===== config.mk =====
export PLATFORM = sky130hd
export DESIGN_NAME = scan_decoder
export DESIGN_NICKNAME = d
export VERILOG_FILES = /design/src/rtl/scan_decoder.sv
export SDC_FILE = /design/constraint.sdc
export NUM_CORES = 1
export LEC_CHECK = 0
export ABC_AREA = 1
export CORE_MARGIN = 3
export CORE_UTILIZATION = 33
export CTS_CLUSTER_SIZE = 10
export DETAILED_ROUTE_END_ITERATION = 7
export PLACE_DENSITY = 0.63
export REMOVE_ABC_BUFFERS = 1
export SLEW_MARGIN = 20
export SYNTH_ARGS = -nofsm -noshare
export SYNTH_HDL_FRONTEND = slang
export SYNTH_SLANG_ARGS = --single-unit

===== constraint.sdc =====
create_clock -name clk -period 1.6 [get_ports clk]
set_input_delay 0.48 -clock clk [delete_from_list [all_inputs] [get_ports clk]]
set_output_delay 0.48 -clock clk [all_outputs]
set_load 0.02 [all_outputs]

===== src/rtl/scan_decoder.sv =====
// Registered one-hot decoder with direct select or automatic scan rotation.
// Define SCAN_DECODER_ACTIVE_LOW_EN to drive y active-low (blank = all ones).
module scan_decoder #(
    parameter int SEL_W = 2,
    parameter int DIV   = 4
) (
    input  logic                  clk,
    input  logic                  rst,
    input  logic                  en,
    input  logic                  mode,
    input  logic [SEL_W-1:0]      sel,
    output logic [2**SEL_W-1:0]   y,
    output logic [SEL_W-1:0]      idx,
    output logic                  step
);

    localparam int OUT_W = 2**SEL_W;
    localparam int PW    = (DIV > 1) ? $clog2(DIV) : 1;
    localparam logic [PW-1:0]    PRE_MAX = PW'(DIV - 1);
    localparam logic [OUT_W-1:0] ONE     = OUT_W'(1);

`ifdef SCAN_DECODER_ACTIVE_LOW_EN
    localparam logic [OUT_W-1:0] Y_OFF = '1;
`else
    localparam logic [OUT_W-1:0] Y_OFF = '0;
`endif

    logic [OUT_W-1:0] r_y;
    logic [SEL_W-1:0] r_idx;
    logic             r_step;
    logic [PW-1:0]    r_pre;
    logic             r_mode_q;

    logic [OUT_W-1:0] w_hot;
    logic [SEL_W-1:0] w_idx_nxt;
    logic [PW-1:0]    w_pre_nxt;
    logic             w_step_nxt;

    always_comb begin
        w_idx_nxt  = r_idx;
        w_pre_nxt  = r_pre;
        w_step_nxt = 1'b0;
        if (en) begin
            if (!mode) begin
                w_idx_nxt = sel;
                w_pre_nxt = '0;
            end else if (!r_mode_q) begin
                // entering scan: keep last direct index, restart period
                w_pre_nxt = '0;
            end else if (r_pre == PRE_MAX) begin
                w_pre_nxt  = '0;
                w_idx_nxt  = r_idx + SEL_W'(1);
                w_step_nxt = 1'b1;
            end else begin
                w_pre_nxt = r_pre + PW'(1);
            end
        end
        w_hot = en ? (ONE << w_idx_nxt) : '0;
    end

    always_ff @(posedge clk or posedge rst) begin
        if (rst) begin
            r_y      <= Y_OFF;
            r_idx    <= '0;
            r_step   <= 1'b0;
            r_pre    <= '0;
            r_mode_q <= 1'b0;
        end else begin
            r_y      <= w_hot ^ Y_OFF;
            r_idx    <= w_idx_nxt;
            r_step   <= w_step_nxt;
            r_pre    <= w_pre_nxt;
            r_mode_q <= mode;
        end
    end

    assign y    = r_y;
    assign idx  = r_idx;
    assign step = r_step;

endmodule


==> results.sh, run 1 <==
export IMPL_cpMaxStageDelayCell="dfrtp_1"
export IMPL_num_vias=376
export IMPL_fin_ws_ns=0.126
export IMPL_io_buffer_count=12
export IMPL_status="completed"
export IMPL_layout_nets=77
export IMPL_grt_use_total_pct=11.0
export IMPL_crit_path_start="idx[1]$_DFF_PP0_"
export IMPL_relSlewSlack_pct=75.2
export IMPL_drt_initial_drc_count=6
export IMPL_drcViolationCount=0
export IMPL_overflow=0
export IMPL_setup_violations=0
export IMPL_wirelength_um=831
export IMPL_rr_worst_depth=7
export IMPL_cts_buffer_depth=2
export IMPL_hold_buffers=0
export IMPL_ant_nets=0
export IMPL_dp_hpwl_um=696
export IMPL_hold_class="in2async"
export IMPL_r2r_slack_ns=0.40
export IMPL_synth_area_um2=454
export IMPL_synth_common_cells="dfrtp_1, nand2_1, inv_1"
export IMPL_syn2layout_area_growth_pct=39.9
export IMPL_dpl_cell_area_um2=622
export IMPL_ys_warn_count=0
export IMPL_path_cells="dlygate4sd2_1"
export IMPL_p_per_area_nw_per_um2=883
export IMPL_yosys_area_top_type="dfrtp_1"
export IMPL_synth_top_area_share_pct=55.1
export IMPL_worstPathBufferInverterCount=1
export IMPL_cp_data_arrival_time_ns=0.99
export IMPL_drv_slew=0
export IMPL_critPathCapture="idx[1]"
export IMPL_max_stage_delay_ns=0.41
export IMPL_synth_flop_cell="dfrtp_1"
export IMPL_ir_worst_vdd_mv=0.450
export IMPL_critPathCaptureType="output port"
export IMPL_nFillCells=122
export IMPL_cts_sinks=10
export IMPL_design_area_um2=636
export IMPL_ys_async_sr_fraction_pct=100
export IMPL_ys_ff_latch=10
export IMPL_finalHoldViolations=0
export IMPL_grt_first_pass_wirelength_mm=1.47
export IMPL_fmax_mhz=678
export IMPL_antenna_cells=0
export IMPL_via_per_inst=4.64
export IMPL_maxCapViolCount=0
export IMPL_dieWidth_um=43.1
export IMPL_synth_cell_type_count=15
export IMPL_rsz0062_at_grt="no"
export IMPL_synth_most_common_cell="dfrtp_1"
export IMPL_synth_edf_count=0
export IMPL_r2r_start="r_pre[0]$_DFFE_PP0P_"
export IMPL_period_needed_ns=1.47
export IMPL_num_rows=12
export IMPL_path_max_fanout=4
export IMPL_power_leakage_nw=0.334
export IMPL_tightest_slew_ns=0.372
export IMPL_reg2reg_to="y[2]$_DFF_PP0_"
export IMPL_numCtsBuffers=3
export IMPL_cts_root_buffer="clkbuf_4"
export IMPL_wl_per_cell_um=10.3
export IMPL_io_pin_count=13
export IMPL_dieArea_um2=1860
export IMPL_crit_type="reg2out"
export IMPL_h_tree_depth=1
export IMPL_cp_start_kind="flip-flop"
export IMPL_synth_area_leaders="dfrtp_1, nand2_2, nand2_1"
export IMPL_post_cts_setup_buffer_count=0
export IMPL_cp_required_ns=1.12
export IMPL_antenna_found_initial=0
export IMPL_die_y_um=43.1
export IMPL_hold_ws_ns=0.498
export IMPL_post_route_period_util_pct=92.2
export IMPL_cts_tree="yes"
export IMPL_drive_gt1_share_pct=25.4
export IMPL_first_pass_iters=4
export IMPL_finalWeightedCongestion=0.788
export IMPL_grt_max_degree=11
export IMPL_syn_mean_instance_area_um2=9.46
export IMPL_post_cts_resize_count=7
export IMPL_start_util_pct=37.8
export IMPL_insertion_delay_ns=0.26
export IMPL_pre_cts_ws_ns=-0.0331
export IMPL_netlist_instances=48
export IMPL_crit_family="flip-flops"
export IMPL_coreArea_um2=1200
export IMPL_skew_ns=0.000145
export IMPL_path_depth=1
export IMPL_seq_area_frac_synth_pct=55.1
export IMPL_path_clk_slew_ns=0.06
export IMPL_grt_pass1_vias=349
-- logic make-up (layout without fill, tap and decap cells) --
family | Yosys count | count (layout) | share of synthesized area (%)
AO/OA/AOI/OAI | 5 | 5 | 6.89
adder cells (fa/ha/maj) | 2 | 2 | 5.51
buffers and inverters | 7 | 26 | 5.78
AND/OR/NAND/NOR | 24 | 24 | 26.7
flip-flops | 10 | 10 | 55.1
-- stage by stage --
step | cells | setup TNS (ns) | util (%) | power, W
3_3_place_gp | 78 | -0.0116 | 51.8 | 0.000411
3_5_place_dp | 78 | -0.0425 | 51.8 | 0.000414
5_1_grt | 81 | 0 | 52.9 | 0.000599
4_1_cts | 81 | 0 | 52.9 | 0.000568
2_1_floorplan | 48 | 0 | - | 0.000350
6_report | 81 | 0 | 52.9 | 0.000561
-- cell type report --
type	instances	area (um^2)	share of cell area, %
Inverter	7	26.3	4.13
Sequential cell	10	250	39.4
Tap cell	14	17.5	2.76
Clock buffer	3	22.5	3.54
Multi-Input combinational cell	31	178	28.0
Timing Repair Buffer	16	141	22.2
-- flip-flops by register name, summed over array words and instances (netlist names) --
signal,cells
r_mode_q,1
step,1
idx,2
y,4
r_pre,2
-- placed cells by master, fill, tap and decap left out, drive strengths merged --
| cell | instances |
|---|---|
| nand2 | 12 |
| dfrtp | 10 |
| dlygate4sd2 | 7 |
| inv | 7 |
| nor2 | 6 |
| clkdlybuf4s50 | 5 |
| nand3 | 5 |
| buf | 4 |
| clkbuf | 3 |
| o21ai | 2 |
| ha | 2 |
| a21oi | 2 |
| o31ai | 1 |
| nand4 | 1 |
-- report_power, final --
part	leakage (nW)	internal (W)	switching (W)	total, W
registers	0.129	0.000271	0.0000110	0.000282
clock network	0.0138	0.0000865	0.0000781	0.000165
logic	0.191	0.0000497	0.0000652	0.000115
-- layer usage --
layer  track usage [%]  part of all wire (%)  up-vias
met3              4.24                   8.2        2
li1                  -                     -      194
met2              17.7                    50       14
met5                 0                     0        -
met4              5.42                  0.96        0
met1              12.4                    41      166
-- worst min-delay path by stage --
stage                              start                    to
floorplan                            rst      idx[0]$_DFF_PP0_
global placement    r_pre[1]$_DFFE_PP0P_  r_pre[1]$_DFFE_PP0P_
detailed placement  r_pre[1]$_DFFE_PP0P_  r_pre[1]$_DFFE_PP0P_
CTS                                  rst      idx[0]$_DFF_PP0_
global route                         rst      idx[0]$_DFF_PP0_
finish                               rst        y[2]$_DFF_PP0_
Note: power is estimated with default switching activity, not from simulation.
==> run 2, diff against run 1 <==
CELL_PAD_IN_SITES_DETAIL_PLACEMENT = 1   (was not set)
CELL_PAD_IN_SITES_GLOBAL_PLACEMENT = 1   (was not set)
CORE_UTILIZATION = 32   (was 33)
PLACE_DENSITY = 0.78   (was 0.63)
RECOVER_POWER = 100   (was not set)
==> run 2 against run 1 <==
  * Final cell count is 1.2% higher
  * Setup slack worse by 0.0013 ns
  * Non-clock buffer count is 1 higher
  * Clock power is 3% lower
  * Sequential power hardly changed
  * Largest cell class unchanged
  * Largest power group unchanged
==> results.sh, run 2 (synthesized netlist as in run 1, its figures left out) <==
export IMPL_final_common_cell="dfrtp_1"
export IMPL_cp_data_arrival_time_ns=1.00
export IMPL_drive_gt1_share_pct=23.5
export IMPL_path_max_fanout=4
export IMPL_design_area_um2=638
export IMPL_layout_nets=78
export IMPL_final_cell_mix="dfrtp_1, nand2_1, dlygate4sd2_1, inv_1"
export IMPL_hold_class="reg2reg"
export IMPL_grt_first_pass_wirelength_mm=2.12
export IMPL_post_route_period_util_pct=92.2
export IMPL_period_needed_ns=1.48
export IMPL_dieArea_um2=1910
export IMPL_post_cts_setup_buffer_count=0
export IMPL_min_from="r_pre[1]$_DFFE_PP0P_"
export IMPL_crit_family="flip-flops"
export IMPL_drv_slew=0
export IMPL_cts_tree="yes"
export IMPL_insertion_delay_ns=0.26
export IMPL_io_buffer_count=12
export IMPL_numCtsBuffers=3
export IMPL_syn2layout_area_growth_pct=40.5
export IMPL_overflow=0
export IMPL_hold_path_endpoint="r_pre[1]$_DFFE_PP0P_"
export IMPL_instances_no_fill=82
export IMPL_met1_length_um=492
export IMPL_tightest_slew_ns=0.375
export IMPL_ir_worst_vdd_mv=0.468
export IMPL_final_setup_tns_ns=0
export IMPL_dieWidth_um=43.7
export IMPL_largest_register_ffs=4
export IMPL_worstPathBufferInverterCount=1
export IMPL_wl_met3_um=61
export IMPL_place_inst=79
export IMPL_dr_wl_met2_um=693
export IMPL_num_rows=12
export IMPL_top_layer="met4"
export IMPL_drt_initial_drc_count=5
export IMPL_wl_per_cell_um=15.5
export IMPL_antenna_found_initial=0
export IMPL_finalHoldViolations=0
export IMPL_crit_type="reg2out"
export IMPL_p_per_area_nw_per_um2=886
export IMPL_drcViolationCount=0
export IMPL_ant_nets=0
export IMPL_max_stage_delay_ns=0.41
export IMPL_critPathCaptureType="output port"
export IMPL_rsz0062_at_grt="no"
export IMPL_wirelength_mm=1.27
export IMPL_power_leakage_nw=0.338
export IMPL_rr_worst_depth=6
export IMPL_grt_pass1_vias=454
export IMPL_path_cells="dlygate4sd2_1"
export IMPL_io_pin_count=13
export IMPL_dpl_cell_area_um2=629
export IMPL_relSlewSlack_pct=74.9
export IMPL_num_vias=413
export IMPL_first_pass_iters=4
export IMPL_die_y_um=43.7
export IMPL_path_clk_slew_ns=0.06
export IMPL_maxCapViolCount=0
export IMPL_start_util_pct=37.3
export IMPL_finalWeightedCongestion=0.713
export IMPL_skew_ns=0.00509
export IMPL_hold_depth=2
export IMPL_dp_hpwl_mm=1.05
export IMPL_r2r_start="r_pre[0]$_DFFE_PP0P_"
export IMPL_cts_sinks=10
export IMPL_cp_required_ns=1.12
export IMPL_antenna_cells=0
export IMPL_status="completed"
export IMPL_setup_violations=0
export IMPL_coreArea_um2=1220
export IMPL_grt_use_total_pct=16.1
export IMPL_cts_buffer_depth=2
export IMPL_fmax_mhz=678
export IMPL_via_per_inst=5.04
export IMPL_h_tree_depth=1
export IMPL_nFillCells=144
export IMPL_grt_max_degree=11
export IMPL_r2r_slack_ns=0.28
export IMPL_cts_root_buffer="clkbuf_4"
export IMPL_cp_start_kind="flip-flop"
export IMPL_cpMaxStageDelayCell="dfrtp_1"
export IMPL_reg2reg_to="y[1]$_DFF_PP0_"
run 2: tightest hold or removal path, stage by stage (launching register included):
cell and delay (ns):
dfrtp_1 0.38, nand2_1 0.06, o21ai_0 0.06
run 2: worst max path at each step:
stage | startpoint | cells after the start | slack [ns] | endpoint
floorplan | r_pre[0]$_DFFE_PP0P_ | 7 | 0.49 | y[0]$_DFF_PP0_
global placement | mode | 7 | -0.01 | y[2]$_DFF_PP0_
detailed placement | mode | 7 | -0.09 | y[2]$_DFF_PP0_
CTS | idx[1]$_DFF_PP0_ | 1 | 0.12 | idx[1]
global route | mode | 7 | 0.04 | y[2]$_DFF_PP0_
finish | idx[1]$_DFF_PP0_ | 1 | 0.12 | idx[1]
run 2: power breakdown:
group | switching, W | internal, W
Sequential | 0.0000136 | 0.000271
Combinational | 0.0000712 | 0.0000498
Clock | 0.0000737 | 0.0000862
run 2: cell type report:
cell class                      instances  area [um^2]  area share (%)
Sequential cell                        10          250            39.2
Tap cell                               14         17.5            2.75
Multi-Input combinational cell         31          173            27.1
Clock buffer                            3         22.5            3.53
Timing Repair Buffer                   17          149            23.3
Inverter                                7         26.3            4.12
run 2: per-layer routing:
layer	vias up	track usage (%)
met4	0	9.04
li1	193	-
met5	-	0
met3	4	3.73
met2	18	30.2
met1	198	15.9
run 2: per-stage QoR:
step / setup slack [ns] / utilization (%) / hold slack, ns / power [W]
final: 0.124 / 52.5 / 0.544 / 0.000566
after global routing: 0.0396 / 52.5 / 0.580 / 0.000609
after CTS: 0.117 / 52.9 / 0.523 / 0.000576
after detailed placement: -0.0854 / 51.7 / 0.536 / 0.000424
after global placement: -0.00954 / 51.7 / 0.495 / 0.000415
after floorplan: 0.495 / - / 0.320 / 0.000350
run 2: repair_timing:
action                                  in CTS  in global routing
endpoints found under the setup margin       7                  0
resized for setup                            7                  0
hold buffers                                 0                  0
